**config.mk**
```make
export PLATFORM = sky130hd
export DESIGN_NAME = controle_busca_quadrantes
export DESIGN_NICKNAME = d
export VERILOG_FILES = /design/src/rtl/controle_busca_quadrantes.sv
export SDC_FILE = /design/constraint.sdc
export NUM_CORES = 1
export LEC_CHECK = 0
export CAP_MARGIN = 40
export CORE_MARGIN = 2
export CORE_UTILIZATION = 37
export DETAILED_ROUTE_END_ITERATION = 10
export GPL_TIMING_DRIVEN = 0
export PLACE_DENSITY = 0.77
export SETUP_SLACK_MARGIN = 0.4
export SYNTH_ARGS = -nofsm -noshare
export SYNTH_HDL_FRONTEND = slang
export SYNTH_SLANG_ARGS = --single-unit
```
**constraint.sdc**
```tcl
create_clock -name clock -period 6.5 [get_ports clock]
set_input_delay 1.3 -clock clock [delete_from_list [all_inputs] [get_ports clock]]
set_output_delay 1.3 -clock clock [all_outputs]
set_load 0.1 [all_outputs]
```
**src/rtl/controle_busca_quadrantes.sv**
```systemverilog
// Sequences the four quadrant searchers (radius, enables, raioAtualizado handshake) and merges their results.
// Optional per-round watchdog selected by macro TIMEOUT_EN; without it erroTimeout is tied 0.
module controle_busca_quadrantes #(
  parameter int TamanhoMalha     = 20,
  parameter int tamanhoDistancia = 8,
  parameter int LimiteCiclos     = 1023
) (
  input  logic                          clock,
  input  logic                          reset,
  input  logic                          start,
  input  logic [tamanhoDistancia-1:0]   posicaoX,
  input  logic [tamanhoDistancia-1:0]   posicaoY,
  output logic [tamanhoDistancia-1:0]   posicaoAtualnoEixoX,
  output logic [tamanhoDistancia-1:0]   posicaoAtualnoEixoY,
  output logic                          limpaQuadrantes,
  output logic [3:0]                    quadEnable,
  output logic [tamanhoDistancia-1:0]   raio,
  output logic                          raioAtualizado,
  input  logic [3:0]                    quadAcabouLocal,
  input  logic [3:0]                    quadFinalizada,
  input  logic [4*tamanhoDistancia-1:0] quadCandidato,
  input  logic [4*tamanhoDistancia-1:0] quadCoordX,
  input  logic [4*tamanhoDistancia-1:0] quadCoordY,
  output logic                          ocupado,
  output logic                          pronto,
  output logic                          encontrado,
  output logic [tamanhoDistancia-1:0]   distanciaFinal,
  output logic [tamanhoDistancia-1:0]   alvoX,
  output logic [tamanhoDistancia-1:0]   alvoY,
  output logic                          erroTimeout
);

  localparam int W = tamanhoDistancia;
  localparam logic [W-1:0] RAIO_MAX = W'(TamanhoMalha - 1);
  localparam logic [W-1:0] SEM_CAND = '1;

  typedef enum logic [2:0] {
    S_IDLE, S_CLEAR, S_SEARCH, S_SETTLE, S_EVAL, S_PULSE, S_GUARD, S_DONE
  } estado_t;

  estado_t        estado_q, estado_d;
  logic [W-1:0]   posx_q, posx_d, posy_q, posy_d;
  logic [W-1:0]   raio_q, raio_d;
  logic [3:0]     en_q, en_d;
  logic           settle_q, settle_d;
  logic           fim_q, fim_d;
  logic           enc_q, enc_d;
  logic [W-1:0]   dist_q, dist_d, alvox_q, alvox_d, alvoy_q, alvoy_d;

  logic [W-1:0]   cand [4];
  logic [W-1:0]   cx   [4];
  logic [W-1:0]   cy   [4];
  logic [3:0]     sem_cand, valido, ativo_valido, bordas;
  logic           busca_completa, terminou, timeout_hit;
  logic           sel_achou;
  logic [W-1:0]   sel_dist, sel_x, sel_y;

  always_comb begin
    sem_cand = '0;
    valido   = '0;
    for (int i = 0; i < 4; i++) begin
      cand[i]     = quadCandidato[i*W +: W];
      cx[i]       = quadCoordX[i*W +: W];
      cy[i]       = quadCoordY[i*W +: W];
      sem_cand[i] = (cand[i] == SEM_CAND);
      valido[i]   = quadFinalizada[i] && !sem_cand[i];
    end
  end

  assign ativo_valido   = valido & en_q;
  // A quadrant that finalized with nothing has reached the grid edge.
  assign bordas         = en_q & quadFinalizada & sem_cand;
  assign busca_completa = ((quadAcabouLocal & en_q) == en_q);
  assign terminou       = (|ativo_valido) || ((quadFinalizada & en_q) == en_q) ||
                          (raio_q == RAIO_MAX);

  // Strict less-than keeps the lowest index on equal distances.
  always_comb begin
    sel_achou = 1'b0;
    sel_dist  = SEM_CAND;
    sel_x     = '0;
    sel_y     = '0;
    for (int i = 0; i < 4; i++) begin
      if (ativo_valido[i] && (!sel_achou || cand[i] < sel_dist)) begin
        sel_achou = 1'b1;
        sel_dist  = cand[i];
        sel_x     = cx[i];
        sel_y     = cy[i];
      end
    end
  end

  always_comb begin
    estado_d = estado_q;
    posx_d   = posx_q;
    posy_d   = posy_q;
    raio_d   = raio_q;
    en_d     = en_q;
    settle_d = settle_q;
    fim_d    = fim_q;
    enc_d    = enc_q;
    dist_d   = dist_q;
    alvox_d  = alvox_q;
    alvoy_d  = alvoy_q;
    case (estado_q)
      S_IDLE: begin
        if (start) begin
          posx_d   = posicaoX;
          posy_d   = posicaoY;
          raio_d   = W'(1);
          en_d     = '0;
          fim_d    = 1'b0;
          enc_d    = 1'b0;
          dist_d   = '0;
          alvox_d  = '0;
          alvoy_d  = '0;
          estado_d = S_CLEAR;
        end
      end
      S_CLEAR: begin
        en_d     = 4'b1111;
        estado_d = S_SEARCH;
      end
      S_SEARCH: begin
        if (busca_completa) begin
          settle_d = 1'b0;
          estado_d = S_SETTLE;
        end else if (timeout_hit) begin
          fim_d    = 1'b1;
          enc_d    = 1'b0;
          dist_d   = SEM_CAND;
          alvox_d  = '0;
          alvoy_d  = '0;
          estado_d = S_PULSE;
        end
      end
      S_SETTLE: begin
        settle_d = 1'b1;
        if (settle_q) estado_d = S_EVAL;
      end
      S_EVAL: begin
        if (terminou) begin
          fim_d   = 1'b1;
          enc_d   = sel_achou;
          dist_d  = sel_dist;
          alvox_d = sel_x;
          alvoy_d = sel_y;
        end else begin
          en_d   = en_q & ~bordas;
          raio_d = raio_q + 1'b1;
        end
        estado_d = S_PULSE;
      end
      S_PULSE: begin
        if (fim_q) begin
          en_d     = '0;
          estado_d = S_DONE;
        end else begin
          estado_d = S_GUARD;
        end
      end
      S_GUARD:  estado_d = S_SEARCH;
      S_DONE:   estado_d = S_IDLE;
      default:  estado_d = S_IDLE;
    endcase
  end

  always_ff @(posedge clock) begin
    if (reset) begin
      estado_q <= S_IDLE;
      posx_q   <= '0;
      posy_q   <= '0;
      raio_q   <= '0;
      en_q     <= '0;
      settle_q <= 1'b0;
      fim_q    <= 1'b0;
      enc_q    <= 1'b0;
      dist_q   <= '0;
      alvox_q  <= '0;
      alvoy_q  <= '0;
    end else begin
      estado_q <= estado_d;
      posx_q   <= posx_d;
      posy_q   <= posy_d;
      raio_q   <= raio_d;
      en_q     <= en_d;
      settle_q <= settle_d;
      fim_q    <= fim_d;
      enc_q    <= enc_d;
      dist_q   <= dist_d;
      alvox_q  <= alvox_d;
      alvoy_q  <= alvoy_d;
    end
  end

`ifdef TIMEOUT_EN
  localparam int CW = $clog2(LimiteCiclos + 1);
  logic [CW-1:0] cnt_q;
  logic          tmo_q, erro_q;

  assign timeout_hit = (estado_q == S_SEARCH) && (cnt_q == CW'(LimiteCiclos - 1));
  assign erroTimeout = erro_q;

  // Counter sits at zero outside SEARCH, so every SEARCH entry starts a fresh round.
  always_ff @(posedge clock) begin
    if (reset) begin
      cnt_q  <= '0;
      tmo_q  <= 1'b0;
      erro_q <= 1'b0;
    end else begin
      cnt_q <= (estado_q == S_SEARCH) ? cnt_q + 1'b1 : '0;
      if (estado_q == S_IDLE && start) begin
        tmo_q  <= 1'b0;
        erro_q <= 1'b0;
      end else begin
        if (timeout_hit && !busca_completa) tmo_q <= 1'b1;
        if (estado_q == S_PULSE && tmo_q)   erro_q <= 1'b1;
      end
    end
  end
`else
  assign timeout_hit = 1'b0;
  assign erroTimeout = 1'b0;
`endif

  assign posicaoAtualnoEixoX = posx_q;
  assign posicaoAtualnoEixoY = posy_q;
  assign limpaQuadrantes     = (estado_q == S_CLEAR);
  assign quadEnable          = en_q;
  assign raio                = raio_q;
  assign raioAtualizado      = (estado_q == S_PULSE);
  assign ocupado             = (estado_q != S_IDLE);
  assign pronto              = (estado_q == S_DONE);
  assign encontrado          = enc_q;
  assign distanciaFinal      = dist_q;
  assign alvoX               = alvox_q;
  assign alvoY               = alvoy_q;

endmodule

```
==> flow_summary.ini <==
[synthesis]
synth_area_leaders = dfxtp_1 32%, ha_1 7.5%, a21oi_1 6.1%, a32oi_1 5.7%, nand2_1 5.4%
avgSynthCellArea_um2 = 7.99
synth_fp_nets = 606
yosys.area_share.simple_pct = 18.2
ys_warn_count = 0
synth-edff-count = 0
synth_top_family_by_area = compound AO/OA/AOI/OAI gates
ys_seq_elements = 58
synth_compound_area_share_pct = 32.7
synth_async_sr_flop_share_pct = 0
yosys.area_share.xor_xnor_pct = 1.43
synth_most_common_cell = dfxtp_1
yosysTopAreaCellShare_pct = 31.5
synth_cells = 461
yosys-top-cells-count = 58 x dfxtp_1, 53 x nand2_1, 45 x a21oi_1
synth_top_area_cell = dfxtp_1
ys.flop_type = dfxtp_1
synth_cell_types = 54
synth.area.mux_share_pct = 3.13
synth-seq-area-share_pct = 31.5
synth_fa_ha_area_share_pct = 7.48
synth_area_um2 = 3680

[critical_path]
worstPathRequired_ps = 6720
r2r_end = distanciaFinal[2]
cpMaxStageDelayCell = or4b_4
rr_worst_depth = 29
critPathKind = primary input to register
crit_arrival_ps = 6560
crit_path_max_fanout = 10
crit_path_end_kind = register
timing.rr.start = quadEnable[0]
startpoint_type = primary input
r2r_slack_ps = 690
max_stage_delay_ps = 480

[floorplanning]
die_width_um = 104
num_rows = 36
fp.coreArea_um2 = 9730
ios = 181
dieArea_um2 = 10800
start_util_pct = 37.8
die_y_um = 104

[power]
ir_drop_uv = 134
p_leak_nw = 2.92
finalPower_mw = 1.22
power_per_cell_area_nw_per_um2 = 161

[routing]
drt_iter0_markers = 342
drc_errors = 0
drtAntennaViolNets = 0
drt_first_pass_iters = 5
vias = 5052
vias_per_cell = 5.69
wirelength_mm = 17.2
wl_per_cell_um = 19.4

[min_path]
hold-path-endpoint = posicaoAtualnoEixoX[4]
hp-class = register to register
min_path_cells = 2
holdCritStartpoint = posicaoAtualnoEixoX[4]

[placed_design]
globalplace.congestion = 0.883
place_ws_ps = -972
dp_hpwl_mm = 12.3
io_buffer_count = 179
dp.cells = 830

[clock_tree]
htree_levels = 3
holdBufCountCts = 0
cts.path.max_buffers = 2
numCtsBuffers = 9
path_clk_slew_ps = 70
cts.sinks = 58
cts_tree = done
root_buffer = clkbuf_8
clock_latency_ps = 350

[layout]
nets = 895
area_growth_pct = 106
fin_cells = 888
diodes = 0
drive_above_1_share_pct = 25.4

[timing]
hold_violations = 0
period_needed_ps = 6330
grt_setup_unrepaired = true
whs_ps = 453
worst_pin_slew_ps = 659
fmax_mhz = 158
finClkSkew_ps = 15.2
final.setup.worst_slack_ps = 168
finalCritPeriodShare_pct = 97.4
slew_violations = 0
slew-limit-headroom_pct = 55.5
setup_viol = 0

[grt]
overflow = 0
grt_pass1_wl_mm = 26.4
grt_util_all_layers_pct = 30.4
grt_max_degree = 11
grt_antenna_before_repair = 0
grt_pass1_vias = 5035

[flow_run]
drv_cap = 0

[outcome]
status = complete, no violations
-- worst max-delay path: cells and delay by family --
kind	cells	cell delay, ps
compound gates	11	1690
fa+ha+maj	3	830
buf+inv	5	830
mux	1	320
simple gates	9	1580
-- stage by stage --
| stage | TNS, ps | util [%] | area, µm² |
|---|---|---|---|
| global placement | -20070 | 59.3 | 5770 |
| CTS | 0 | 76.5 | 7440 |
| detailed placement | -21910 | 69.5 | 6760 |
| finish | 0 | 77.8 | 7570 |
| floorplan | 0 | - | 3810 |
| global route | -25.4 | 77.8 | 7570 |
-- worst max path at each step --
| stage | startpoint | end | slack, ps | cells past startpoint |
|---|---|---|---|---|
| after detailed placement | quadFinalizada[0] | distanciaFinal[2] | -970 | 28 |
| after global routing | quadCandidato[6] | alvoY[3] | -8 | 28 |
| after floorplan | quadFinalizada[0] | distanciaFinal[5] | 160 | 27 |
| after global placement | quadFinalizada[0] | distanciaFinal[3] | -860 | 28 |
| final | quadCandidato[6] | distanciaFinal[2] | 170 | 29 |
| after CTS | quadFinalizada[0] | alvoY[3] | 350 | 28 |
-- report_power, final --
group / total [mW] / leakage [nW] / internal, mW / switching, mW
clock: 0.391 / 0.117 / 0.237 / 0.154
combinational: 0.454 / 2.33 / 0.207 / 0.248
sequential: 0.377 / 0.471 / 0.367 / 0.00998
total: 1.22 / 2.92 / 0.811 / 0.411
-- cells in the final DEF, fill, tap and decap left out, drive strengths merged, types with 3 or more instances in the layout --
cell type,instances
a211o,16
o21bai,3
o21ai,27
inv,15
mux2,8
clkdlybuf4s50,162
nand2b,4
or2,3
a211oi,7
clkdlybuf4s15,5
nand3,11
o22ai,11
and3,4
and2,5
dfxtp,58
o211a,3
dlygate4sd2,5
o31ai,9
nor2,40
clkbuf,40
a32oi,24
xor2,6
buf,111
nor3,4
a22oi,16
nand4,11
a21oi,45
ha,22
nand2,53
-- flip-flops by register name (all words and copies together), names as in the netlist --
register             cells
alvoX                    8
alvoY                    8
distanciaFinal           8
encontrado               1
estado_q                 3
fim_q                    1
posicaoAtualnoEixoX      8
posicaoAtualnoEixoY      8
quadEnable               4
raio                     8
settle_q                 1
-- kinds of logic after synthesis --
logic type,after synthesis
AO/OA/AOI/OAI,174
XOR/XNOR,6
adder cells (fa/ha/maj),22
buffers and inverters,48
flip-flops,58
multiplexers,9
other,1
AND/OR/NAND/NOR,143
-- timing repair --
item,4_1_cts,5_1_grt
gates resized for setup,82,22
setup buffers,38,4
cloned,0,0
pin swaps,30,25
setup endpoints to repair,24,24
endpoints found under the hold margin,0,0
-- area by class of cell --
class,instances,area [µm²]
repair buffers,278,3110
multi-input cells,355,2660
fillers,621,2160
flip-flops and latches,58,1160
plain buffers,33,186
well taps,133,166
clock buffers,12,155
clock inverters,4,73.8
inverters,15,56.3
-- layer usage --
layer,wire [µm],track usage (%),part of all wire (%)
met2,8770,56.5,51
met5,0,0,0
met3,1330,6.86,7.7
met4,886,13.9,5.1
met1,6250,32.6,36
Note: power is estimated with default switching activity, not from simulation.
